File: src/rtl/doodle_steer.sv
// doodle_steer: turns the raw left/right push-buttons into the signed
// per-frame horizontal step consumed by the doodle sprite block.
//
// The buttons are synchronised and debounced. A per-frame state machine then
// ramps the speed up while one direction is held and brakes it down when the
// button is released. The block runs its own frame timebase with the same
// CLK/FPS period as the sprite, so delta_x only changes at a frame boundary.
//
// Ports:
//   clk         in   system clock, all logic on posedge
//   rst         in   synchronous reset, active-low (0 = reset)
//   btn_left    in   raw button, active-high, asynchronous to clk
//   btn_right   in   raw button, active-high, asynchronous to clk
//   delta_x     out  signed 9-bit step per frame, negative = left
//   facing_left out  last commanded direction, 1 = left
//   frame_tick  out  one-cycle pulse on the last cycle of each frame
module doodle_steer #(
  parameter int CLK             = 50000000,
  parameter int FPS             = 50,
  parameter int DEBOUNCE_CYCLES = 250000,
  parameter int MAX_SPEED       = 8,
  parameter int ACCEL           = 2,
  parameter int DECEL           = 1
) (
  input  logic              clk,
  input  logic              rst,
  input  logic              btn_left,
  input  logic              btn_right,
  output logic signed [8:0] delta_x,
  output logic              facing_left,
  output logic              frame_tick
);

  localparam int FRAME_LEN = CLK / FPS;
  localparam int CW = (FRAME_LEN > 1) ? $clog2(FRAME_LEN) : 1;
  localparam int DW = (DEBOUNCE_CYCLES > 1) ? $clog2(DEBOUNCE_CYCLES) : 1;
  localparam logic [CW-1:0] FRAME_LAST = CW'(FRAME_LEN - 1);
  localparam logic [DW-1:0] DB_LAST    = DW'(DEBOUNCE_CYCLES - 1);

  typedef enum logic [1:0] {
    ST_IDLE  = 2'd0,
    ST_LEFT  = 2'd1,
    ST_RIGHT = 2'd2,
    ST_BRAKE = 2'd3
  } state_e;

  typedef enum logic [1:0] {
    CMD_NONE  = 2'd0,
    CMD_LEFT  = 2'd1,
    CMD_RIGHT = 2'd2
  } cmd_e;

  // Accelerate: the sum is formed in 9 bits so a large speed never wraps
  // before the clamp to MAX_SPEED.
  function automatic logic [7:0] speed_up(input logic [7:0] s);
    logic [8:0] sum;
    sum = {1'b0, s} + 9'(ACCEL);
    if (sum > 9'(MAX_SPEED)) begin
      speed_up = 8'(MAX_SPEED);
    end else begin
      speed_up = sum[7:0];
    end
  endfunction

  // Brake: subtract DECEL, clamping at zero.
  function automatic logic [7:0] speed_down(input logic [7:0] s);
    if ({1'b0, s} > 9'(DECEL)) begin
      speed_down = s - 8'(DECEL);
    end else begin
      speed_down = 8'd0;
    end
  endfunction

  // Index 0 = left button, index 1 = right button.
  logic [1:0]    sync0_q, sync0_d;
  logic [1:0]    sync1_q, sync1_d;
  logic [1:0]    db_q, db_d;
  logic [DW-1:0] db_cnt_q [2];
  logic [DW-1:0] db_cnt_d [2];

  logic [CW-1:0] frame_cnt_q, frame_cnt_d;
  logic          frame_tick_q, frame_tick_d;
  logic          tick_now_s;

  state_e            state_q, state_d;
  cmd_e              cmd_s;
  logic [7:0]        speed_q, speed_d;
  logic              facing_q, facing_d;
  logic signed [8:0] delta_x_q, delta_x_d;

  // Synchroniser shift and per-button debounce counters.
  always_comb begin
    sync0_d = {btn_right, btn_left};
    sync1_d = sync0_q;
    db_d    = db_q;
    for (int i = 0; i < 2; i++) begin
      if (sync1_q[i] != db_q[i]) begin
        // The level has differed for DEBOUNCE_CYCLES cycles once the counter
        // sits at its last value with the mismatch still present.
        if (db_cnt_q[i] == DB_LAST) begin
          db_d[i]     = ~db_q[i];
          db_cnt_d[i] = {DW{1'b0}};
        end else begin
          db_cnt_d[i] = db_cnt_q[i] + DW'(1);
        end
      end else begin
        db_cnt_d[i] = {DW{1'b0}};
      end
    end
  end

  // Frame timebase: wraps at FRAME_LAST; the tick flop is loaded with the
  // next count so it is high exactly while the counter holds FRAME_LAST.
  always_comb begin
    tick_now_s = (frame_cnt_q == FRAME_LAST);
    if (tick_now_s) begin
      frame_cnt_d = {CW{1'b0}};
    end else begin
      frame_cnt_d = frame_cnt_q + CW'(1);
    end
    frame_tick_d = (frame_cnt_d == FRAME_LAST);
  end

  // Command decode: both or neither pressed means no input.
  always_comb begin
    if (db_q[0] && !db_q[1]) begin
      cmd_s = CMD_LEFT;
    end else if (db_q[1] && !db_q[0]) begin
      cmd_s = CMD_RIGHT;
    end else begin
      cmd_s = CMD_NONE;
    end
  end

  // Speed/direction state machine, advanced only on frame ticks.
  always_comb begin
    state_d  = state_q;
    speed_d  = speed_q;
    facing_d = facing_q;
    if (tick_now_s) begin
      case (state_q)
        ST_IDLE: begin
          if (cmd_s == CMD_LEFT) begin
            state_d  = ST_LEFT;
            speed_d  = speed_up(8'd0);
            facing_d = 1'b1;
          end else if (cmd_s == CMD_RIGHT) begin
            state_d  = ST_RIGHT;
            speed_d  = speed_up(8'd0);
            facing_d = 1'b0;
          end else begin
            state_d = ST_IDLE;
          end
        end
        ST_LEFT: begin
          if (cmd_s == CMD_LEFT) begin
            speed_d = speed_up(speed_q);
          end else begin
            state_d = ST_BRAKE;
            speed_d = speed_down(speed_q);
          end
        end
        ST_RIGHT: begin
          if (cmd_s == CMD_RIGHT) begin
            speed_d = speed_up(speed_q);
          end else begin
            state_d = ST_BRAKE;
            speed_d = speed_down(speed_q);
          end
        end
        ST_BRAKE: begin
          if (speed_q == 8'd0) begin
            // Fully stopped: free to start in either direction.
            if (cmd_s == CMD_LEFT) begin
              state_d  = ST_LEFT;
              speed_d  = speed_up(8'd0);
              facing_d = 1'b1;
            end else if (cmd_s == CMD_RIGHT) begin
              state_d  = ST_RIGHT;
              speed_d  = speed_up(8'd0);
              facing_d = 1'b0;
            end else begin
              state_d = ST_IDLE;
            end
          end else if ((cmd_s == CMD_LEFT && facing_q) ||
                       (cmd_s == CMD_RIGHT && !facing_q)) begin
            // Same direction pressed again: resume accelerating from the
            // current speed. A reversal keeps braking until speed is zero.
            state_d = facing_q ? ST_LEFT : ST_RIGHT;
            speed_d = speed_up(speed_q);
          end else begin
            speed_d = speed_down(speed_q);
          end
        end
        default: begin
          state_d = ST_IDLE;
          speed_d = 8'd0;
        end
      endcase
    end else begin
      state_d = state_q;
    end

    if (facing_d) begin
      delta_x_d = 9'sd0 - $signed({1'b0, speed_d});
    end else begin
      delta_x_d = $signed({1'b0, speed_d});
    end
  end

  // All state registers, with synchronous active-low reset.
  always_ff @(posedge clk) begin
    if (!rst) begin
      sync0_q      <= 2'b00;
      sync1_q      <= 2'b00;
      db_q         <= 2'b00;
      db_cnt_q[0]  <= {DW{1'b0}};
      db_cnt_q[1]  <= {DW{1'b0}};
      frame_cnt_q  <= {CW{1'b0}};
      frame_tick_q <= 1'b0;
      state_q      <= ST_IDLE;
      speed_q      <= 8'd0;
      facing_q     <= 1'b0;
      delta_x_q    <= 9'sd0;
    end else begin
      sync0_q      <= sync0_d;
      sync1_q      <= sync1_d;
      db_q         <= db_d;
      db_cnt_q[0]  <= db_cnt_d[0];
      db_cnt_q[1]  <= db_cnt_d[1];
      frame_cnt_q  <= frame_cnt_d;
      frame_tick_q <= frame_tick_d;
      state_q      <= state_d;
      speed_q      <= speed_d;
      facing_q     <= facing_d;
      delta_x_q    <= delta_x_d;
    end
  end

  assign delta_x     = delta_x_q;
  assign facing_left = facing_q;
  assign frame_tick  = frame_tick_q;

endmodule

File: config.mk
export PLATFORM = sky130hd
export DESIGN_NAME = doodle_steer
export DESIGN_NICKNAME = d
export VERILOG_FILES = /design/src/rtl/doodle_steer.sv
export SDC_FILE = /design/constraint.sdc
export NUM_CORES = 1
export LEC_CHECK = 0
export ABC_AREA = 1
export CORE_ASPECT_RATIO = 1.25
export CORE_MARGIN = 2
export CORE_UTILIZATION = 35
export CTS_CLUSTER_DIAMETER = 100
export DETAILED_ROUTE_END_ITERATION = 12
export PLACE_DENSITY = 0.51
export SYNTH_ARGS = -nofsm -noshare
export SYNTH_HDL_FRONTEND = slang
export SYNTH_SLANG_ARGS = --single-unit
File: constraint.sdc
create_clock -name clk -period 2.1 [get_ports clk]
set_input_delay 0.21 -clock clk [delete_from_list [all_inputs] [get_ports clk]]
set_output_delay 0.21 -clock clk [all_outputs]
set_load 0.01 [all_outputs]
Word-level counts from Yosys, hierarchy flattened
Memory sizes are Yosys's and may differ from the RTL's.
Cells that the tools add are included.
{"block": "totals", "wordCells": 87, "memories": 1, "ff_bits": 47, "mem_bits_rw": 36, "out_inout_bits": 11}
{"memory": "db_cnt_q", "depth": 2, "width": 18, "read_ports": 2, "rd_ports_with_merged_regs": 0, "write_ports": 2, "line": "78", "rtl": "logic [DW-1:0] db_cnt_q [2];"}
{"block": "op_classes", "n_bitwise": 4, "eq_ne": 14, "n_lt_le_gt_ge": 2, "n_reduce_logical": 14, "addsub": 6, "n_mux": 35}
{"cell": "2-to-1 mux 18 bit", "count": 6}
{"cell": "2-to-1 mux 8 bit", "count": 10}
{"cell": "equality test 20 bit (second input constant)", "count": 2}
{"cell": "adder 18 x 1 -> 18 bit (second input constant)", "count": 2}
{"cell": "equality test 18 bit (second input constant)", "count": 2}
{"cell": "one-hot mux 8 bit (4 select lines)", "count": 1}
{"cell": "adder 20 x 1 -> 20 bit (second input constant)", "count": 1}
{"cell": "2-to-1 mux 20 bit", "count": 1}
{"cell": "2-to-1 mux 2 bit", "count": 9}
{"cell": "adder 8 x 2 -> 9 bit (second input constant)", "count": 1}
{"cell": "greater-than comparator 9 x 4 -> 1 bit (second input constant)", "count": 1}
{"cell": "subtractor 1 x 8 -> 9 bit (first input constant)", "count": 1}
{"cell": "greater-than comparator 8 x 1 -> 1 bit (second input constant)", "count": 1}
{"cell": "zero test 8 bit", "count": 1}
{"cell": "one-hot mux 2 bit (4 select lines)", "count": 1}
{"cell": "subtractor 8 x 1 -> 8 bit (second input constant)", "count": 1}
{"cell": "equality test 2 bit (second input constant)", "count": 3}
{"cell": "2-to-1 mux 1 bit", "count": 6}
{"cell": "AND reduction 2 bit", "count": 3}
{"cell": "equality test 2 x 1 -> 1 bit (second input constant)", "count": 2}
{"cell": "logical AND 1 bit", "count": 4}
{"cell": "inequality test 2 bit (second input constant)", "count": 2}
{"cell": "AND reduction 4 bit", "count": 1}
{"cell": "zero test 1 bit", "count": 3}
{"cell": "other kinds (7)", "count": 10}

Longest topological paths before layout
{"block": "depth", "ltp_word": 13, "mapped_depth": 19, "mapped_depth_nobuf": 19}

Worst setup path before layout
Ideal clock, no wire load.
{"block": "synth_timing", "kind": "register -> register", "from": "reg speed_q[0]", "to": "reg delta_x_q[6], in the netlist delta_x[6]", "path_stages_with_launch": 18, "slack_ns": -0.031, "synth_period_minus_slack_ns": 2.131, "required_ns": 1.985, "arrival_ns": 2.016, "setup_ns": 0.115, "cell_sequence": "dfxtp_1 inv_1 ha_1 nor2_1 nor2_1 nand2_2 nand2_2 o21ai_4 nand2_1 nand2_1 nand2_1 nand2_1 nand2_2 ha_1 nand3_1 nand3_1 nand2_1 nor2_1"}
{"block": "synth_between", "elab_chain_cells": 9}
{"item": "from (decl)", "line": "87", "rtl": "logic [7:0] speed_q, speed_d;"}
{"item": "from (signal assigned)", "line": "234", "rtl": "speed_q <= speed_d;"}
{"item": "adder 8 x 2 -> 9 bit", "line": "57", "rtl": "sum = {1'b0, s} + 9'(ACCEL);"}
{"item": "greater-than comparator 9 x 4 -> 1 bit", "line": "58", "rtl": "if (sum > 9'(MAX_SPEED)) begin"}
{"item": "2-to-1 mux 8 bit", "line": "58"}
{"item": "2-to-1 mux 8 bit", "line": "185", "rtl": "end else if ((cmd_s == CMD_LEFT && facing_q) ||"}
{"item": "2-to-1 mux 8 bit", "line": "172", "rtl": "if (speed_q == 8'd0) begin"}
{"item": "one-hot mux 8 bit (4 select lines)", "line": "141", "rtl": "case (state_q)"}
{"item": "2-to-1 mux 8 bit", "line": "140", "rtl": "if (tick_now_s) begin"}
{"item": "subtractor 1 x 8 -> 9 bit", "line": "205", "rtl": "delta_x_d = 9'sd0 - $signed({1'b0, speed_d});"}
{"item": "2-to-1 mux 8 bit (*)", "line": "204", "rtl": "if (facing_d) begin"}
{"item": "to (signal assigned)", "line": "236", "rtl": "delta_x_q <= delta_x_d;"}
{"item": "to (decl)", "line": "89", "rtl": "logic signed [8:0] delta_x_q, delta_x_d;"}
Mark *: on every way between the ends. The rest lies on a longest branch, timed or not.
A chain may end at the register's enable or synchronous reset.

Worst setup path after layout
{"block": "layout_timing", "from": "reg speed_q[1]", "to": "reg delta_x_q[5], in the netlist delta_x[5]"}
The elaborated chain is that of the path after synthesis.

==> flow_summary.ini <==
[run_status]
outcome = finished, final reports clean

[clock_tree]
clockBufferDepth = 2
cts-buffers-inserted = 9
cts-root-buf = clkbuf_16
holdBufCountCts = 0
cts_tree = built
htreeDepth = 3
path_clk_slew_ps = 60
clk_latency_ps = 340
cts.sinks = 82

[synth]
synthFlopType = dfxtp_1
synth_cell_types = 43
synth_enable_flop_cells = 0
yosys_warnings = 0
netlist_instances = 699
syn_nets = 718
synth_area_leaders = dfxtp_1 35%, nand2_1 12%, nor2_1 8.4%, inv_1 6.9%, nand3_1 4.2%
yosys-top-cells-count = 146 x nand2_1, 106 x nor2_1, 87 x inv_1
syn_avg_cell_area_um2 = 6.74
async_reset_ff_share_pct = 0
ys_seq_area_share_pct = 34.8
netlist.area_leader.share_pct = 34.8
yosys.area.top_type = dfxtp_1
synth_area_um2 = 4710
synth.most_common_cell = nand2_1
ys_ff_latch = 82

[timing]
max_slew_margin_pct = 70.2
finalCriticalPeriod_ps = 2090
setup-violations-final = 0
setup_ws_ps = 9.66
hold_viol = 0
skew_ps = 5.21
fin_crit_sh_pct = 99.5
tightest_slew_ps = 443
timing.hold.ws_ps = 403
slew_viol_final = 0
max_freq_mhz = 478
rsz0062_at_grt = yes

[routing]
vias_per_cell = 4.81
firstDrtPassIters = 4
drt_iter0_drc = 218
drc_errors = 0
wl_per_cell_um = 12.3
wl_um = 11900
vias = 4656
antenna_left = 0

[critical_path]
cp.required_ps = 2330
crit_chain = inv_8 > ha_4 > nor2_1 > nor2_1 > nand2_2 > nand2_2 > o21ai_4 > nand2_1 > nand2_1 > nand2_1 > nand2_1 > nand2_2 > buf_6 > nand2_4 > nor2_1 > nand2_1 > nand3_1 > nand2_1 > nor2_1
cp-end-kind = flop
crit_fanout = 6
r2r_start = speed_q[1]
cpMaxStageDelayCell = dfxtp_4
critical_path_arrival_ps = 2320
cp_slowest_stage_delay_ps = 410
startpoint_type = flop
crit_path_start = speed_q[1]
crit_path_frequent_cell = nand2_1
critical_path_class = flop to flop

[final_layout]
post-route-util_pct = 47.8
diodes = 0
final_nets = 811
drive_gt1_share_pct = 28.0
fillers = 1348
synthToLayoutAreaGrowth_pct = 33.7

[floorplanning]
num_rows = 47
fp.dieArea_um2 = 14400
die_h_um = 134
core_um2 = 13200
initial_utilization_pct = 35.8
die_w_um = 108
pin_count = 15

[hold_path]
hp-class = primary input to flop
hp-start = btn_right

[job]
maxCapViolations = 0

[placed_design]
hpwl_um = 9200
io_buffers = 14
finalWeightedCongestion = 0.898
dp_slack_ps = -148

[global_routing]
antenna_found_initial = 0
grt_pass1_wl_um = 20300
grt_max_degree = 18
overflow = 0
grt_pass1_vias = 4562
grt_usage_pct = 17.5

[pwr]
vdd_drop_max_v = 0.000425
power_density_nw_per_um2 = 513
p_leak_nw = 2.55
==> report_power, final <==
part / leakage [nW] / total, mW / switching (mW) / internal (mW)
registers: 0.667 / 1.57 / 0.00765 / 1.56
clock network: 0.143 / 1.59 / 0.668 / 0.924
logic: 1.74 / 0.0703 / 0.0402 / 0.0301
total: 2.55 / 3.23 / 0.716 / 2.51
==> kinds of logic after synthesis <==
group / after synthesis / share of synthesized area, %
and+or+nand+nor: 393 / 38.5
buffers and inverters: 116 / 9.88
DFF: 82 / 34.8
AOI/OAI and AO/OA: 77 / 9.77
xor gates and xnor gates: 16 / 2.97
adders and majority gates: 15 / 3.98
==> placed cells by master (no fill, tap or decap), types with 5 or more instances in the layout <==
cell type / synthesis / routed
nor3b_1: 9 / 9
nand2_1: 146 / 136
a21oi_1: 30 / 28
buf_6: 2 / 6
dfxtp_2: 0 / 6
xor2_1: 12 / 12
nand3_1: 40 / 33
nor3_1: 27 / 20
nor3_2: 5 / 9
nand2_4: 2 / 6
o21ai_1: 5 / 6
clkbuf_16: 0 / 9
nor4_1: 7 / 6
nor2_2: 10 / 20
or2_2: 5 / 5
inv_2: 13 / 17
nor2_1: 106 / 92
ha_4: 0 / 7
dfxtp_1: 82 / 72
nand2_2: 9 / 15
o21ai_2: 5 / 5
ha_1: 15 / 8
nand3_2: 3 / 7
o21ai_0: 23 / 22
buf_4: 2 / 74
nor2_4: 3 / 7
inv_1: 87 / 80
clkdlybuf4s50_1: 0 / 14
nand4_1: 16 / 16
==> cell type report <==
type / instances / area (um^2) / share of cell area, %
clock buffer: 10 / 229 / 3.64
tap: 171 / 214 / 3.40
inverter: 103 / 402 / 6.38
timing repair buffer: 95 / 783 / 12.4
clock inverter: 6 / 65.1 / 1.03
sequential: 82 / 1660 / 26.4
multi-input combinational: 501 / 2940 / 46.7
==> worst max-delay path: cells and delay by family, from the launching register on <==
kind	cells	cell delay [ps]
buffers and inverters	2	190
and+or+nand+nor	15	1000
DFF	1	410
AOI/OAI and AO/OA	1	230
adders and majority gates	1	160
==> what timing repair did <==
action                     in CTS  in global routing
gates resized for setup        57                 45
setup endpoints to repair      10                 18
setup buffers                   5                  3
pin swaps                      20                 10
==> state kept, by name (all words and copies together), names as in the netlist, 2 cells and up <==
name / flops
db_cnt_q: 36
db_q: 2
delta_x: 8
frame_cnt_q: 20
speed_q: 8
state_q: 2
sync0_q: 2
sync1_q: 2
==> through the flow <==
stage	total power, mW	cell area, um^2	setup TNS, ps	std cells
floorplan	1.64	4710	-3.75	699
CTS	3.27	6130	-9.64	965
finish	3.23	6300	0	968
detailed placement	1.67	5560	-953	945
global placement	1.67	5560	-438	945
global route	3.35	6300	-1180	968
==> worst paths after layout <==
path | to | slack [ps] | depth (start not counted)
setup / recovery | delta_x[5] | 10 | 19
hold / removal | sync0_q[1] | 400 | 3
setup reg to reg | delta_x[5] | 10 | 19
hold reg to reg | sync1_q[0] | 410 | 2
==> metal layers <==
| metal | GRT usage, % | vias to the layer above | share of wire (%) |
|---|---|---|---|
| met1 | 20.7 | 2126 | 44 |
| li1 | - | 2433 | - |
| met3 | 3.03 | 28 | 2.7 |
| met2 | 31.2 | 69 | 51 |
| met5 | 0 | - | 0 |
| met4 | 6.91 | 0 | 2.7 |
No activity file was read; power rests on OpenSTA's default activity.
==> patch (same settings) <==
`CLK`: 50000000 -> 100000000.
--- a/src/rtl/doodle_steer.sv
+++ b/src/rtl/doodle_steer.sv
@@ -15,7 +15,7 @@
 //   facing_left out  last commanded direction, 1 = left
 //   frame_tick  out  one-cycle pulse on the last cycle of each frame
 module doodle_steer #(
-  parameter int CLK             = 50000000,
+  parameter int CLK             = 100000000,
   parameter int FPS             = 50,
   parameter int DEBOUNCE_CYCLES = 250000,
   parameter int MAX_SPEED       = 8,
Formal check against the unedited RTL: no difference found for any inputs over 10 cycles, from zero or initial values and one cycle with rst low; that may be too few to reach the edited logic, so the function may still have changed.
==> patch against the unedited design <==
- cell area shrank 0.58%
- non-clock buffer count rose by 7
- synthesized area increased by 0.35%
- setup slack better by 35 ps
- worst hold slack got worse by 8.9 ps
- utilization decreased by 0.49 points
- sequential share of layout area grew 0.41 points
- total power is 0.49% higher
- final cell count up 2.0%
- global-route usage fell by 0.33 points
- sequential cell count rose by 1
- wire length rose by 1.5%
- combinational power fell by 7.3%
- critical path type unchanged
- largest power group is now sequential cells
==> patch: results (changes against the unedited design) <==
outcome: completed
post-synthesis xor/xnor area fraction: 2.96% (-0.010 points)
RD Place Congestion: 0.885 (-1.4%)
worst vdd ir: 0.511 mV (+20%)
fin nets: 831 (+2.5%)
clk_skew: 7.38 ps (+2.17 ps)
Cell variety after synth: 44 (+2.3%)
net switching power: 658 uW (-8.0%)
top cells by count, synth: nand2_1 (164), nor2_1 (120), inv_1 (92)
Synth area leaders: dfxtp_1 (35%), nand2_1 (13%), nor2_1 (9.5%)
fill count: 1339 (-0.67%)
share of layout cells above drive strength 1: 26.3% (-1.6 points)
Slew headroom: 74.3% (+4.1 points)
data arrival time of the worst path: 2290 ps (-30 ps)
post-detail-place hpwl: 9260 um (+0.63%)
Synth Instances: 712 (+1.9%)
initial DRC count: 183 (-16%)
Post-DP Area: 5590 sq um (+0.54%)
Synth Area in Compound Gates: 9.29% (-0.48 points)
number of global-route vias before repair: 4535 (-0.59%)
Routed WL: 12100 um (+1.5%)
sequential area share after synthesis: 35.2% (+0.30 points)
first-pass GRT wire length: 20100 um (-1.3%)
adder-cell share of the synthesized area: 3.97% (-0.014 points)
Total GRT Usage: 17.2% (-0.33 points)
largest net degree at the start of global routing: 26 (+8)
Synth Net Count: 731 (+1.8%)
==> patch: changes by cell type after synthesis, moves of 7 or more <==
cell,change
nand2_1,+18
nor2_1,+14
nor3_1,-10
nand4_1,+8
nor3b_1,-8
o21ai_0,-7
==> patch: area by class of cell <==
cell class	count	area, sq um	area share, %
Timing Repair Buffer	102	816	13.0
Sequential cell	83	1680	26.8
Multi-Input combinational cell	508	2840	45.4
Clock inverter	2	35.0	0.560
Inverter	108	414	6.62
Clock buffer	13	260	4.16
Tap cell	171	214	3.42
==> patch: through the flow <==
step	worst slack [ps]	instances
after detailed placement	-174	961
after global placement	-105	961
after global routing	-167	987
after floorplan	23.5	712
after CTS	2.62	979
final	44.2	987
==> patch: timing repair <==
item,in CTS,in global routing
hold endpoints to repair,0,0
pin swaps,3,22
setup endpoints to repair,8,13
resized for setup,19,63
buffers inserted,3,8
==> patch: power by group through the flow <==
stage | registers [mW] | clock network (mW) | logic [mW]
finish | 1.59 | 1.59 | 0.0652
global route | 1.59 | 1.71 | 0.0740
CTS | 1.59 | 1.64 | 0.0628
detailed placement | 1.62 | 0 | 0.0624
global placement | 1.62 | 0 | 0.0613
floorplan | 1.62 | 0 | 0.0352
==> patch: per-layer routing <==
| metal | up-vias | part of all wire [%] | global-route usage (%) | routed length (um) |
|---|---|---|---|---|
| li1 | 2458 | - | - | - |
| met1 | 2131 | 46 | 20.7 | 5610 |
| met2 | 38 | 49 | 30.6 | 5940 |
| met3 | 19 | 2.1 | 2.92 | 254 |
| met4 | 0 | 2.4 | 6.05 | 291 |
| met5 | - | 0 | 0 | 0 |
==> patch: final timing paths <==
path / from / endpoint / slack (ps) / cells past startpoint
worst max-delay path: speed_q[1] / delta_x[7] / 40 / 17
worst min-delay path: btn_left / sync0_q[0] / 390 / 3
worst max register to register: speed_q[1] / delta_x[7] / 40 / 17
worst min register to register: sync0_q[1] / sync1_q[1] / 420 / 2
==> patch: tightest hold or removal path, stage by stage <==
cell,delay [ps]
clkdlybuf4s50_1,390
nand2_1,60
inv_1,30
==> patch: kinds of logic after synthesis <==
family,Yosys count
DFF,83
xor gates and xnor gates,16
and+or+nand+nor,405
buffers and inverters,121
AOI/OAI and AO/OA,72
adders and majority gates,15
